`config.mk`:
```
export PLATFORM = sky130hd
export DESIGN_NAME = ifetch_unit
export DESIGN_NICKNAME = d
export VERILOG_FILES = /design/src/rtl/ifetch_unit.sv
export SDC_FILE = /design/constraint.sdc
export NUM_CORES = 1
export LEC_CHECK = 0
export BUFFER_PORTS_ARGS = -buffer_cell sky130_fd_sc_hd__clkbuf_2
export CAP_MARGIN = 20
export CORE_MARGIN = 2
export CORE_UTILIZATION = 65
export CTS_BUF_LIST = sky130_fd_sc_hd__clkbuf_2
export CTS_CLUSTER_DIAMETER = 120
export DETAILED_ROUTE_END_ITERATION = 16
export PLACE_DENSITY_LB_ADDON = 0.15
export REMOVE_ABC_BUFFERS = 1
export SKIP_CTS_REPAIR_TIMING = 1
export SLEW_MARGIN = 20
export SYNTH_ARGS = -nofsm -noshare
export SYNTH_HDL_FRONTEND = slang
export SYNTH_SLANG_ARGS = --single-unit
```
`constraint.sdc`:
```
create_clock -name clk -period 6.45 [get_ports clk]
set_input_delay 1.935 -clock clk [delete_from_list [all_inputs] [get_ports clk]]
set_output_delay 1.935 -clock clk [all_outputs]
set_load 0.005 [all_outputs]
```
`src/rtl/ifetch_unit.sv`:
```
// Instruction fetch front end: issues PCs on the inst_* bus, tracks in-flight reads in order,
// and buffers returned {pc, inst, adel} entries for decode. Flush drops buffered and in-flight fetches.
module ifetch_unit #(
    parameter int DEPTH   = 4,
    parameter int MAX_OUT = 2
) (
    input  logic        clk,
    input  logic        resetn,
    input  logic        pc_valid,
    input  logic [31:0] pc_addr,
    output logic        pc_ready,
    input  logic        flush,
    output logic        inst_req,
    output logic [31:0] inst_addr,
    input  logic        inst_addr_ok,
    input  logic        inst_data_ok,
    input  logic [31:0] inst_rdata,
    output logic        id_valid,
    input  logic        id_ready,
    output logic [31:0] id_pc,
    output logic [31:0] id_inst,
    output logic        id_adel
);
    localparam int FAW = $clog2(DEPTH);
    localparam int CW  = $clog2(DEPTH + 1);
    localparam int OW  = $clog2(MAX_OUT + 1);
    localparam int PAW = (MAX_OUT > 1) ? $clog2(MAX_OUT) : 1;

    logic [31:0]    fifo_pc_q   [DEPTH];
    logic [31:0]    fifo_pc_d   [DEPTH];
    logic [31:0]    fifo_inst_q [DEPTH];
    logic [31:0]    fifo_inst_d [DEPTH];
    logic           fifo_adel_q [DEPTH];
    logic           fifo_adel_d [DEPTH];
    logic [FAW-1:0] wr_ptr_q, wr_ptr_d, rd_ptr_q, rd_ptr_d;
    logic [CW-1:0]  cnt_q, cnt_d;
    logic [31:0]    pq_pc_q [MAX_OUT];
    logic [31:0]    pq_pc_d [MAX_OUT];
    logic [PAW-1:0] pq_wr_q, pq_wr_d, pq_rd_q, pq_rd_d;
    logic [OW-1:0]  out_q, out_d, disc_q, disc_d;

    logic        aligned_s, credit_s, req_s, accept_s, mis_acc_s;
    logic        rsp_s, keep_s, push_s, pop_s, idv_s;
    logic [31:0] push_pc_s, push_inst_s;

    // The pending-PC queue may be a non power-of-two size, so wrap explicitly.
    function automatic logic [PAW-1:0] pq_inc(input logic [PAW-1:0] p);
        if (p == PAW'(MAX_OUT - 1)) begin
            return {PAW{1'b0}};
        end else begin
            return p + PAW'(1);
        end
    endfunction

    // Handshake decisions for the current cycle.
    always_comb begin
        aligned_s = (pc_addr[1:0] == 2'b00);
        credit_s  = ((32'(out_q) + 32'(cnt_q)) < 32'(DEPTH)) && (32'(out_q) < 32'(MAX_OUT));
        req_s     = resetn & pc_valid & aligned_s & credit_s & ~flush;
        accept_s  = req_s & inst_addr_ok;
        mis_acc_s = resetn & pc_valid & ~aligned_s & (out_q == {OW{1'b0}}) &
                    (disc_q == {OW{1'b0}}) & (32'(cnt_q) < 32'(DEPTH)) & ~flush;
        // A data_ok with nothing in flight (e.g. straight after reset) is ignored.
        rsp_s     = resetn & inst_data_ok & (out_q != {OW{1'b0}});
        keep_s    = rsp_s & (disc_q == {OW{1'b0}}) & ~flush;
        push_s    = keep_s | mis_acc_s;
        idv_s     = resetn & (cnt_q != {CW{1'b0}}) & ~flush;
        pop_s     = idv_s & id_ready;
        if (keep_s) begin
            push_pc_s   = pq_pc_q[pq_rd_q];
            push_inst_s = inst_rdata;
        end else begin
            push_pc_s   = pc_addr;
            push_inst_s = 32'h0000_0000;
        end
    end

    assign inst_req  = req_s;
    assign inst_addr = pc_addr;
    assign pc_ready  = accept_s | mis_acc_s;
    assign id_valid  = idv_s;
    assign id_pc     = resetn ? fifo_pc_q[rd_ptr_q]   : 32'h0000_0000;
    assign id_inst   = resetn ? fifo_inst_q[rd_ptr_q] : 32'h0000_0000;
    assign id_adel   = resetn ? fifo_adel_q[rd_ptr_q] : 1'b0;

    // Instruction FIFO next state; flush empties it.
    always_comb begin
        fifo_pc_d   = fifo_pc_q;
        fifo_inst_d = fifo_inst_q;
        fifo_adel_d = fifo_adel_q;
        wr_ptr_d    = wr_ptr_q;
        rd_ptr_d    = rd_ptr_q;
        cnt_d       = cnt_q;
        if (flush) begin
            wr_ptr_d = {FAW{1'b0}};
            rd_ptr_d = {FAW{1'b0}};
            cnt_d    = {CW{1'b0}};
        end else begin
            if (push_s) begin
                fifo_pc_d[wr_ptr_q]   = push_pc_s;
                fifo_inst_d[wr_ptr_q] = push_inst_s;
                fifo_adel_d[wr_ptr_q] = mis_acc_s;
                wr_ptr_d              = wr_ptr_q + FAW'(1);
            end else begin
                wr_ptr_d = wr_ptr_q;
            end
            if (pop_s) begin
                rd_ptr_d = rd_ptr_q + FAW'(1);
            end else begin
                rd_ptr_d = rd_ptr_q;
            end
            case ({push_s, pop_s})
                2'b10:   cnt_d = cnt_q + CW'(1);
                2'b01:   cnt_d = cnt_q - CW'(1);
                default: cnt_d = cnt_q;
            endcase
        end
    end

    // Pending-PC queue, outstanding and discard counters.
    always_comb begin
        pq_pc_d = pq_pc_q;
        pq_wr_d = pq_wr_q;
        pq_rd_d = pq_rd_q;
        out_d   = out_q;
        disc_d  = disc_q;
        if (accept_s) begin
            pq_pc_d[pq_wr_q] = pc_addr;
            pq_wr_d          = pq_inc(pq_wr_q);
        end else begin
            pq_wr_d = pq_wr_q;
        end
        if (rsp_s) begin
            pq_rd_d = pq_inc(pq_rd_q);
        end else begin
            pq_rd_d = pq_rd_q;
        end
        case ({accept_s, rsp_s})
            2'b10:   out_d = out_q + OW'(1);
            2'b01:   out_d = out_q - OW'(1);
            default: out_d = out_q;
        endcase
        // On flush every request still in flight after this edge must be dropped.
        if (flush) begin
            disc_d = rsp_s ? (out_q - OW'(1)) : out_q;
        end else if (rsp_s && (disc_q != {OW{1'b0}})) begin
            disc_d = disc_q - OW'(1);
        end else begin
            disc_d = disc_q;
        end
    end

    // State registers with synchronous active-low reset.
    always_ff @(posedge clk) begin
        if (!resetn) begin
            for (int i = 0; i < DEPTH; i++) begin
                fifo_pc_q[i]   <= 32'h0000_0000;
                fifo_inst_q[i] <= 32'h0000_0000;
                fifo_adel_q[i] <= 1'b0;
            end
            for (int j = 0; j < MAX_OUT; j++) begin
                pq_pc_q[j] <= 32'h0000_0000;
            end
            wr_ptr_q <= {FAW{1'b0}};
            rd_ptr_q <= {FAW{1'b0}};
            cnt_q    <= {CW{1'b0}};
            pq_wr_q  <= {PAW{1'b0}};
            pq_rd_q  <= {PAW{1'b0}};
            out_q    <= {OW{1'b0}};
            disc_q   <= {OW{1'b0}};
        end else begin
            fifo_pc_q   <= fifo_pc_d;
            fifo_inst_q <= fifo_inst_d;
            fifo_adel_q <= fifo_adel_d;
            pq_pc_q     <= pq_pc_d;
            wr_ptr_q    <= wr_ptr_d;
            rd_ptr_q    <= rd_ptr_d;
            cnt_q       <= cnt_d;
            pq_wr_q     <= pq_wr_d;
            pq_rd_q     <= pq_rd_d;
            out_q       <= out_d;
            disc_q      <= disc_d;
        end
    end
endmodule

```
==> impl_metrics.tcl, run 1 <==
set metrics [dict create \
    viasPerCell 5.837 \
    grt_setup_unrepaired "no" \
    vias 10410 \
    tritoncts "built" \
    seq_area_um2 6755 \
    grt_pass1_wl_mm 51.81 \
    drv_cap 0 \
    die_area_um2 23370 \
    rr_worst_depth 7 \
    clk_pin_slew_ns 0.08 \
    drv_slew 0 \
    seqPwrFrac 0.573 \
    wire_per_inst_um 17.81 \
    root_buffer "clkbuf_2" \
    start_util 0.6621 \
    totalWireLength_mm 31.77 \
    synth_area_per_cell_um2 11.00 \
    h-tree-depth 3 \
    worstSetupStartpoint "resetn" \
    syn_to_final_growth_pct 9.286 \
    finalClockSkew_ns 0.05841 \
    p_int_mw 2.713 \
    slew_headroom 0.3508 \
    gp_congestion 0.8214 \
    swShare 0.2602 \
    ys_warn_count 0 \
    finalHoldViolCount 0 \
    drive_above_1_share 0.2894 \
    initialDrtViolationCount 559 \
    insertion_delay_ns 0.87 \
    dpl.hpwl_mm 18.55 \
    multi_input_area_um2 6825 \
    die_w_um 152.9 \
    ys_seq_elements 337 \
    required_ns 4.51 \
    clkPwrFrac 0.374 \
    finalNetCount 1525 \
    cts-buffers-inserted 84 \
    status "completed" \
    min_path_type "reg2reg" \
    power.density_nw_per_um2 233.0 \
    endpoint_kind "output port" \
    drtAntennaViolNets 0 \
    grt_overflow 0 \
    track_usage 0.2709 \
    remaining_drc_errors 0 \
    port_buffers 170 \
    cp_max_fo 72 \
    placed_area_um2 15010 \
    switching_power_uw 954.4 \
    grt_max_degree 125 \
    leakage_nw 7.168 \
    place_worst_setup_slack_ns 0.9202 \
    clk_path_buf_depth 3 \
    fin_util 0.7235 \
    syn-cell-area_um2 14400 \
    synth_seq_area_share 0.4684 \
    pin_count 171 \
    fin_area_um2 15740 \
    synth_cells 1309 \
    combPwrFrac 0.052 \
    finalCriticalPeriod_ns 5.553 \
    die_y_um 152.9 \
    critPathCapture "pc_ready" \
    max_freq_mhz 180.1 \
    period_share 0.8610 \
    setup_viol 0 \
    reg2reg_to "fifo_pc_q[34]" \
    core_area_um2 21760 \
    cts_sinks 337 \
    grt_pass1_vias 10490 \
    p_total_mw 3.667 \
    peakVddDrop_v 0.0001444 \
    antenna_found_initial 1 \
    path_class "in2out" \
    crit_arrival_ns 3.62 \
    fp-row-count 54 \
    worst_pin_slew_ns 0.9739 \
    yosysUniqueCellTypes 40 \
    tns_ns 0 \
    n_fill_cell 1676 \
    reg2reg_slack_ns 3.63 \
    firstDrtPassIters 5 \
    timing.rr.start "out_q[1]" \
    worstSetupStartpointType "input port" \
    setup_ws_ns 0.8968 \
]
## synth_stat cells
cell type,instances,area share
clkbuf_1,49,0.013
ha_1,9,0.0078
o22ai_1,1,0.00043
buf_2,30,0.010
mux2i_1,162,0.11
inv_1,11,0.0029
o21ai_1,30,0.010
nor3b_1,2,0.0010
buf_6,4,0.0031
nand3_1,60,0.021
o211a_1,2,0.0014
dfxtp_1,337,0.47
mux4_2,65,0.10
a22o_1,132,0.080
a21boi_2,4,0.0031
and2_1,74,0.032
o21ai_0,33,0.011
a21oi_1,3,0.0010
nand2b_1,2,0.00087
and3_1,6,0.0026
nand4_1,2,0.00087
xor2_1,3,0.0018
nor3_1,1,0.00035
a32o_2,1,0.00078
nand2_2,4,0.0017
nor2b_1,2,0.00087
a21boi_1,1,0.00052
nand2_1,165,0.043
mux2_2,32,0.025
nor4bb_1,1,0.00069
buf_4,50,0.026
a311oi_1,1,0.00061
xnor2_1,6,0.0036
nand3b_1,1,0.00052
and4bb_2,1,0.00087
nand4b_1,1,0.00061
or3_1,1,0.00043
fa_1,1,0.0014
nor2_1,9,0.0023
buf_1,10,0.0026
## how the worst min path moves through the flow
stage	cells after the start	slack [ns]	start	end
global placement	2	0.44	pq_pc_q[61]	pq_pc_q[61]
CTS	2	0.46	pq_pc_q[40]	pq_pc_q[40]
finish	2	0.46	pq_pc_q[46]	pq_pc_q[46]
global route	2	0.48	fifo_pc_q[92]	fifo_pc_q[92]
detailed placement	2	0.45	pq_pc_q[40]	pq_pc_q[40]
floorplan	2	0.43	pq_pc_q[63]	pq_pc_q[63]
## power groups by stage
stage,registers (mW),clock network (mW),logic [mW]
global placement,2.15,0,0.189
global route,2.11,1.52,0.210
finish,2.10,1.37,0.192
detailed placement,2.15,0,0.191
floorplan,2.15,0,0.0801
CTS,2.10,1.41,0.192
## flip-flops by register name (all words and copies together), names as in the netlist
signal       flops
pq_rd_q          1
disc_q           2
out_q            2
pq_pc_q         64
cnt_q            3
rd_ptr_q         2
wr_ptr_q         2
fifo_adel_q      4
fifo_pc_q      128
pq_wr_q          1
fifo_inst_q    128
## cells in the final DEF, fill, tap and decap left out, drive strengths merged, types with 2 or more instances in the layout
cell type  instances
and2              74
xor2               3
mux4              65
nor3b              2
clkbuf           293
mux2              32
nor2b              2
ha                 9
and3               6
nand2b             2
buf               22
a21boi             5
nand3             60
o21ai             63
xnor2              6
inv               15
a22o             132
clkinv            17
nand2            169
nor2               9
nand4              2
o211a              2
a21oi              3
mux2i            162
dfxtp            337
## critical path: stages
cell and delay (ns):
clkbuf_8 0.36, nor4bb_1 0.71, and2_1 0.34, nand2b_1 0.13, clkbuf_2 0.11
## cell families (layout without fill, tap and decap cells)
kind of cell,count (synthesis),after routing,synth area share
flip-flops,337,337,0.4684
AND/OR/NAND/NOR,332,332,0.1098
multiplexers,259,259,0.2392
AO/OA/AOI/OAI,208,208,0.1101
buffers and inverters,154,348,0.05785
adder cells (fa/ha/maj),10,10,0.009208
XOR/XNOR,9,9,0.005473
other,0,1,0
## metrics by stage
stage	hold slack, ns	std cells
floorplan	0.4345	1166
global placement	0.4411	1638
detailed placement	0.4486	1638
CTS	0.4614	1783
global route	0.4800	1784
finish	0.4587	1784
## layout make-up
cell class                      count  share of cell area
Multi-Input combinational cell    818              0.4336
Clock inverter                     22            0.007233
Tap cell                          280             0.02226
Sequential cell                   337              0.4291
Inverter                           11            0.002623
Clock buffer                      123             0.03911
Antenna cell                        1           0.0001590
Timing Repair Buffer              192             0.06589
## per-layer routing
metal	vias up	share of wire	global-route usage
met5	-	0	0
met4	0	0.020	0.09392
met3	53	0.061	0.05444
met2	341	0.49	0.4694
met1	5017	0.43	0.3393
li1	5003	-	-
Power figures use the tool's default switching activity.
==> run 2, diff against run 1 <==
CELL_PAD_IN_SITES_DETAIL_PLACEMENT = 1   (was default)
CELL_PAD_IN_SITES_GLOBAL_PLACEMENT = 2   (was default)
CORE_UTILIZATION = 43   (was 65)
==> impl_metrics.tcl, run 2 (synthesized netlist as in run 1, its figures left out) <==
set metrics [dict create \
    slowest_stage "nor4bb_1" \
    peakVddDrop_v 0.0001218 \
    finalNetCount 1526 \
    min_path_type "reg2reg" \
    clk_path_buf_depth 3 \
    die_w_um 187.0 \
    multi_input_area_um2 6830 \
    worstSetupStartpointType "input port" \
    drive_above_1_share 0.2968 \
    die_area_um2 34980 \
    initialDrtViolationCount 408 \
    grt_pass1_wl_mm 59.24 \
    drv_cap 0 \
    totalWireLength_mm 36.66 \
    antenna_found_initial 1 \
    fp-row-count 67 \
    firstDrtPassIters 4 \
    n_fill_cell 3769 \
    required_ns 4.51 \
    viasPerCell 5.316 \
    dpl.hpwl_mm 21.61 \
    grt_overflow 0 \
    crit_arrival_ns 3.39 \
    path_class "in2out" \
    grt_setup_unrepaired "no" \
    holdWs_ns 0.4601 \
    layout_common_cells "dfxtp_1, clkbuf_2, nand2_1" \
    reg_top3 "fifo_inst_q: 128 flops, fifo_pc_q: 128 flops, pq_pc_q: 64 flops" \
    period_share 0.8261 \
    cp_slowest_stage_delay_ns 0.68 \
    power.density_nw_per_um2 235.2 \
    setup_viol 0 \
    tritoncts "built" \
    gp_congestion 0.6941 \
    endpoint_kind "output port" \
    finalHoldViolCount 0 \
    slew_headroom 0.3381 \
    finalCriticalPeriod_ns 5.328 \
    crit_chain "clkbuf_8 > nor4bb_1 > and2_1 > nand2b_1 > clkbuf_2" \
    vias 10390 \
    syn_to_final_growth_pct 10.64 \
    root_buffer "clkbuf_2" \
    remaining_drc_errors 0 \
    start_util 0.4328 \
    drv_slew 0 \
    tns_ns 0 \
    worst_pin_slew_ns 0.9928 \
    leakage_nw 7.172 \
    seq_area_um2 6754 \
    h-tree-depth 3 \
    grt_pass1_vias 10910 \
    port_buffers 170 \
    finalClockSkew_ns 0.07405 \
    cts-buffers-inserted 89 \
    core_area_um2 33280 \
    clk_pin_slew_ns 0.09 \
    grt_max_degree 80 \
    drtAntennaViolNets 0 \
    insertion_delay_ns 0.93 \
    pin_count 171 \
    cp_max_fo 25 \
    mostFrequentLayoutCell "dfxtp_1" \
    status "completed" \
    max_freq_mhz 187.7 \
    wire_per_inst_um 18.75 \
    cts_sinks 337 \
    track_usage 0.2109 \
    die_y_um 187.0 \
]
[run 2: cell types whose count changed in the layout (fill, tap and decap cells not counted), moves of 2 or more]
cell	delta
and2_2	+4
clkbuf_2	+17
and2_1	-4
buf_4	-3
clkinv_2	-4
clkinvlp_4	+2
clkinv_1	-6
[run 2: worst max-delay path: cells and delay by family]
family	cells	cell delay, ns
and+or+nand+nor	3	1.15
buffers and inverters	2	0.30
[run 2: cell type report]
cell class | count | area share
clock inverter | 12 | 0.003297
antenna | 1 | 0.0001570
clock buffer | 140 | 0.04397
tap | 448 | 0.03517
timing repair buffer | 188 | 0.06242
multi-input combinational | 818 | 0.4286
inverter | 11 | 0.002591
sequential | 337 | 0.4238
[run 2: per-layer routing]
layer	up-vias	part of all wire	global-route usage
met3	58	0.041	0.03996
met2	239	0.48	0.3477
met4	0	0.019	0.06868
li1	4991	-	-
met1	5105	0.47	0.2796
met5	-	0	0
[run 2: final timing paths]
kind,start,to,slack (ns),depth (start not counted)
setup / recovery,resetn,pc_ready,1.12,5
hold / removal,pq_pc_q[58],pq_pc_q[58],0.46,2
setup reg to reg,out_q[0],fifo_pc_q[108],3.59,7
hold reg to reg,pq_pc_q[58],pq_pc_q[58],0.46,2
[run 2: report_power, final]
| part | total, mW | switching (mW) | leakage [nW] | internal, mW |
|---|---|---|---|---|
| logic | 0.199 | 0.126 | 3.85 | 0.0730 |
| registers | 2.10 | 0.00779 | 2.72 | 2.09 |
| clock network | 1.45 | 0.885 | 0.606 | 0.563 |
[run 2: stage by stage]
step | instance area, um^2 | cells | power [mW] | util | setup WS (ns)
floorplan | 13610 | 1166 | 2.229 | - | 1.374
global placement | 15180 | 1802 | 2.348 | 0.4561 | 1.105
detailed placement | 15180 | 1802 | 2.351 | 0.4561 | 1.106
CTS | 15930 | 1954 | 3.819 | 0.4788 | 1.088
global route | 15940 | 1955 | 3.950 | 0.4789 | 0.9232
finish | 15940 | 1955 | 3.748 | 0.4789 | 1.122
==> run 3, diff against run 2 <==
CORE_UTILIZATION = 36   (was 43)
clock period = 4.6 ns   (was 6.45 ns; I/O delays follow)
==> impl_metrics.tcl, run 3 (synthesized netlist as in run 1, its figures left out) <==
set metrics [dict create \
    antenna_found_initial 2 \
    finalHoldViolCount 0 \
    initialDrtViolationCount 326 \
    combPwrFrac 0.053 \
    grt_max_degree 94 \
    insertion_delay_ns 0.99 \
    firstDrtPassIters 4 \
    power.density_nw_per_um2 328.2 \
    whs_endpoint "pq_pc_q[60]" \
    die_y_um 204.0 \
    finalCriticalPeriod_ns 4.335 \
    crit_family "flip-flops" \
    place_worst_setup_slack_ns 0.5960 \
    clk_pin_slew_ns 0.10 \
    multi_input_area_um2 6825 \
    clkPwrFrac 0.393 \
    peakVddDrop_v 0.0001422 \
    status "completed" \
    dpl.hpwl_mm 23.71 \
    reg2reg_to "fifo_pc_q[26]" \
    reg_top3 "fifo_inst_q: 128 flops, fifo_pc_q: 128 flops, pq_pc_q: 64 flops" \
    crit_chain "buf_4 > mux4_2 > and2_1 > clkbuf_2" \
    worst-path-buf-inv 2 \
    leakage_nw 7.266 \
    wire_per_inst_um 18.96 \
    layout_common_cells "dfxtp_1, clkbuf_2, nand2_1" \
    cp.depth 4 \
    grt_pass1_wl_mm 61.84 \
    tns_ns 0 \
    track_usage 0.1894 \
    pin_count 171 \
    p_int_mw 3.869 \
    seq_area_um2 6755 \
    fp-row-count 73 \
    start_util 0.3634 \
    n_fill_cell 4502 \
    totalWireLength_mm 38.91 \
    seqPwrFrac 0.553 \
    cts_sinks 337 \
    path_class "reg2out" \
    swShare 0.2738 \
    viasPerCell 5.126 \
    switching_power_mw 1.459 \
    drv_slew 0 \
    h-tree-depth 3 \
    remaining_drc_errors 0 \
    min_path_type "reg2reg" \
    min-delay-start "pq_pc_q[60]" \
    rr_worst_depth 7 \
    max_freq_mhz 230.7 \
    vias 10520 \
    root_buffer "clkbuf_2" \
    required_ns 3.22 \
    grt_pass1_vias 11130 \
    endpoint_kind "output port" \
    reg2reg_slack_ns 1.95 \
    placed_area_um2 15430 \
    die_area_um2 41630 \
    fin_area_um2 16230 \
    grt_overflow 0 \
    period_share 0.9424 \
    setup_viol 0 \
    drtAntennaViolNets 0 \
    timing.rr.start "out_q[1]" \
    slew_headroom 0.3306 \
    worstSetupStartpointType "flip-flop" \
    slowest_stage "dfxtp_4" \
    mostFrequentLayoutCell "dfxtp_1" \
    core_area_um2 39640 \
    crit_arrival_ns 2.96 \
    drv_cap 0 \
    finalClockSkew_ns 0.08121 \
    cts-buffers-inserted 96 \
    port_buffers 170 \
    gp_congestion 0.6971 \
    finalNetCount 1544 \
    cp_max_fo 24 \
    drive_above_1_share 0.2951 \
    clk_path_buf_depth 3 \
    syn_to_final_growth_pct 12.70 \
    cp_slowest_stage_delay_ns 0.69 \
    die_w_um 204.0 \
    setup_ws_ns 0.2648 \
    tritoncts "built" \
    min_path_cells 2 \
    worst_pin_slew_ns 1.004 \
]
==> run 3: cell types whose count changed in the layout (fill, tap and decap cells not counted), sizes merged <==
cell      before  now
clkinv         7   20
buf           18   29
diode          1    2
inv           14   16
clkbuf       310  303
clkinvlp       2    1
bufinv         0    1
==> run 3: worst min-delay path, stage by stage (launching register included) <==
cell     delay (ns)
dfxtp_1        0.31
nand3_1        0.06
o21ai_1        0.05
==> run 3: routing by layer <==
layer | vias to the layer above | global-route usage | share of wire
li1 | 5034 | - | -
met1 | 5191 | 0.2464 | 0.46
met2 | 224 | 0.3143 | 0.47
met4 | 0 | 0.06108 | 0.018
met5 | - | 0 | 0
met3 | 69 | 0.03938 | 0.045
==> run 3: stage by stage <==
step | instances | util | total power, mW | hold slack, ns
2_1_floorplan | 1166 | - | 3.125 | 0.4345
4_1_cts | 2050 | 0.4094 | 5.453 | 0.4621
5_1_grt | 2052 | 0.4095 | 5.646 | 0.4816
6_report | 2052 | 0.4095 | 5.328 | 0.4587
3_5_place_dp | 1890 | 0.3893 | 3.307 | 0.4502
3_3_place_gp | 1890 | 0.3893 | 3.304 | 0.4419
==> run 3: layout make-up <==
type	count	share of cell area
antenna	2	0.0003083
clock buffer	133	0.04100
clock inverter	27	0.008093
inverter	11	0.002544
multi-input combinational	818	0.4205
sequential	337	0.4161
tap	525	0.04047
timing repair buffer	199	0.07099
==> run 3: worst max-delay path by stage <==
stage / start / end / slack (ns)
2_1_floorplan: rd_ptr_q[0] / id_adel / 0.08
3_5_place_dp: resetn / pc_ready / 0.60
6_report: rd_ptr_q[0] / id_pc[30] / 0.26
4_1_cts: rd_ptr_q[0] / id_pc[19] / 0.07
5_1_grt: rd_ptr_q[0] / id_pc[4] / -0.0001
3_3_place_gp: resetn / pc_ready / 0.61
==> run 3: power by group through the flow <==
| stage | clock network [mW] | logic, mW | registers [mW] |
|---|---|---|---|
| 2_1_floorplan | 0 | 0.112 | 3.01 |
| 3_3_place_gp | 0 | 0.288 | 3.02 |
| 3_5_place_dp | 0 | 0.291 | 3.02 |
| 4_1_cts | 2.21 | 0.292 | 2.95 |
| 5_1_grt | 2.38 | 0.315 | 2.95 |
| 6_report | 2.10 | 0.285 | 2.95 |
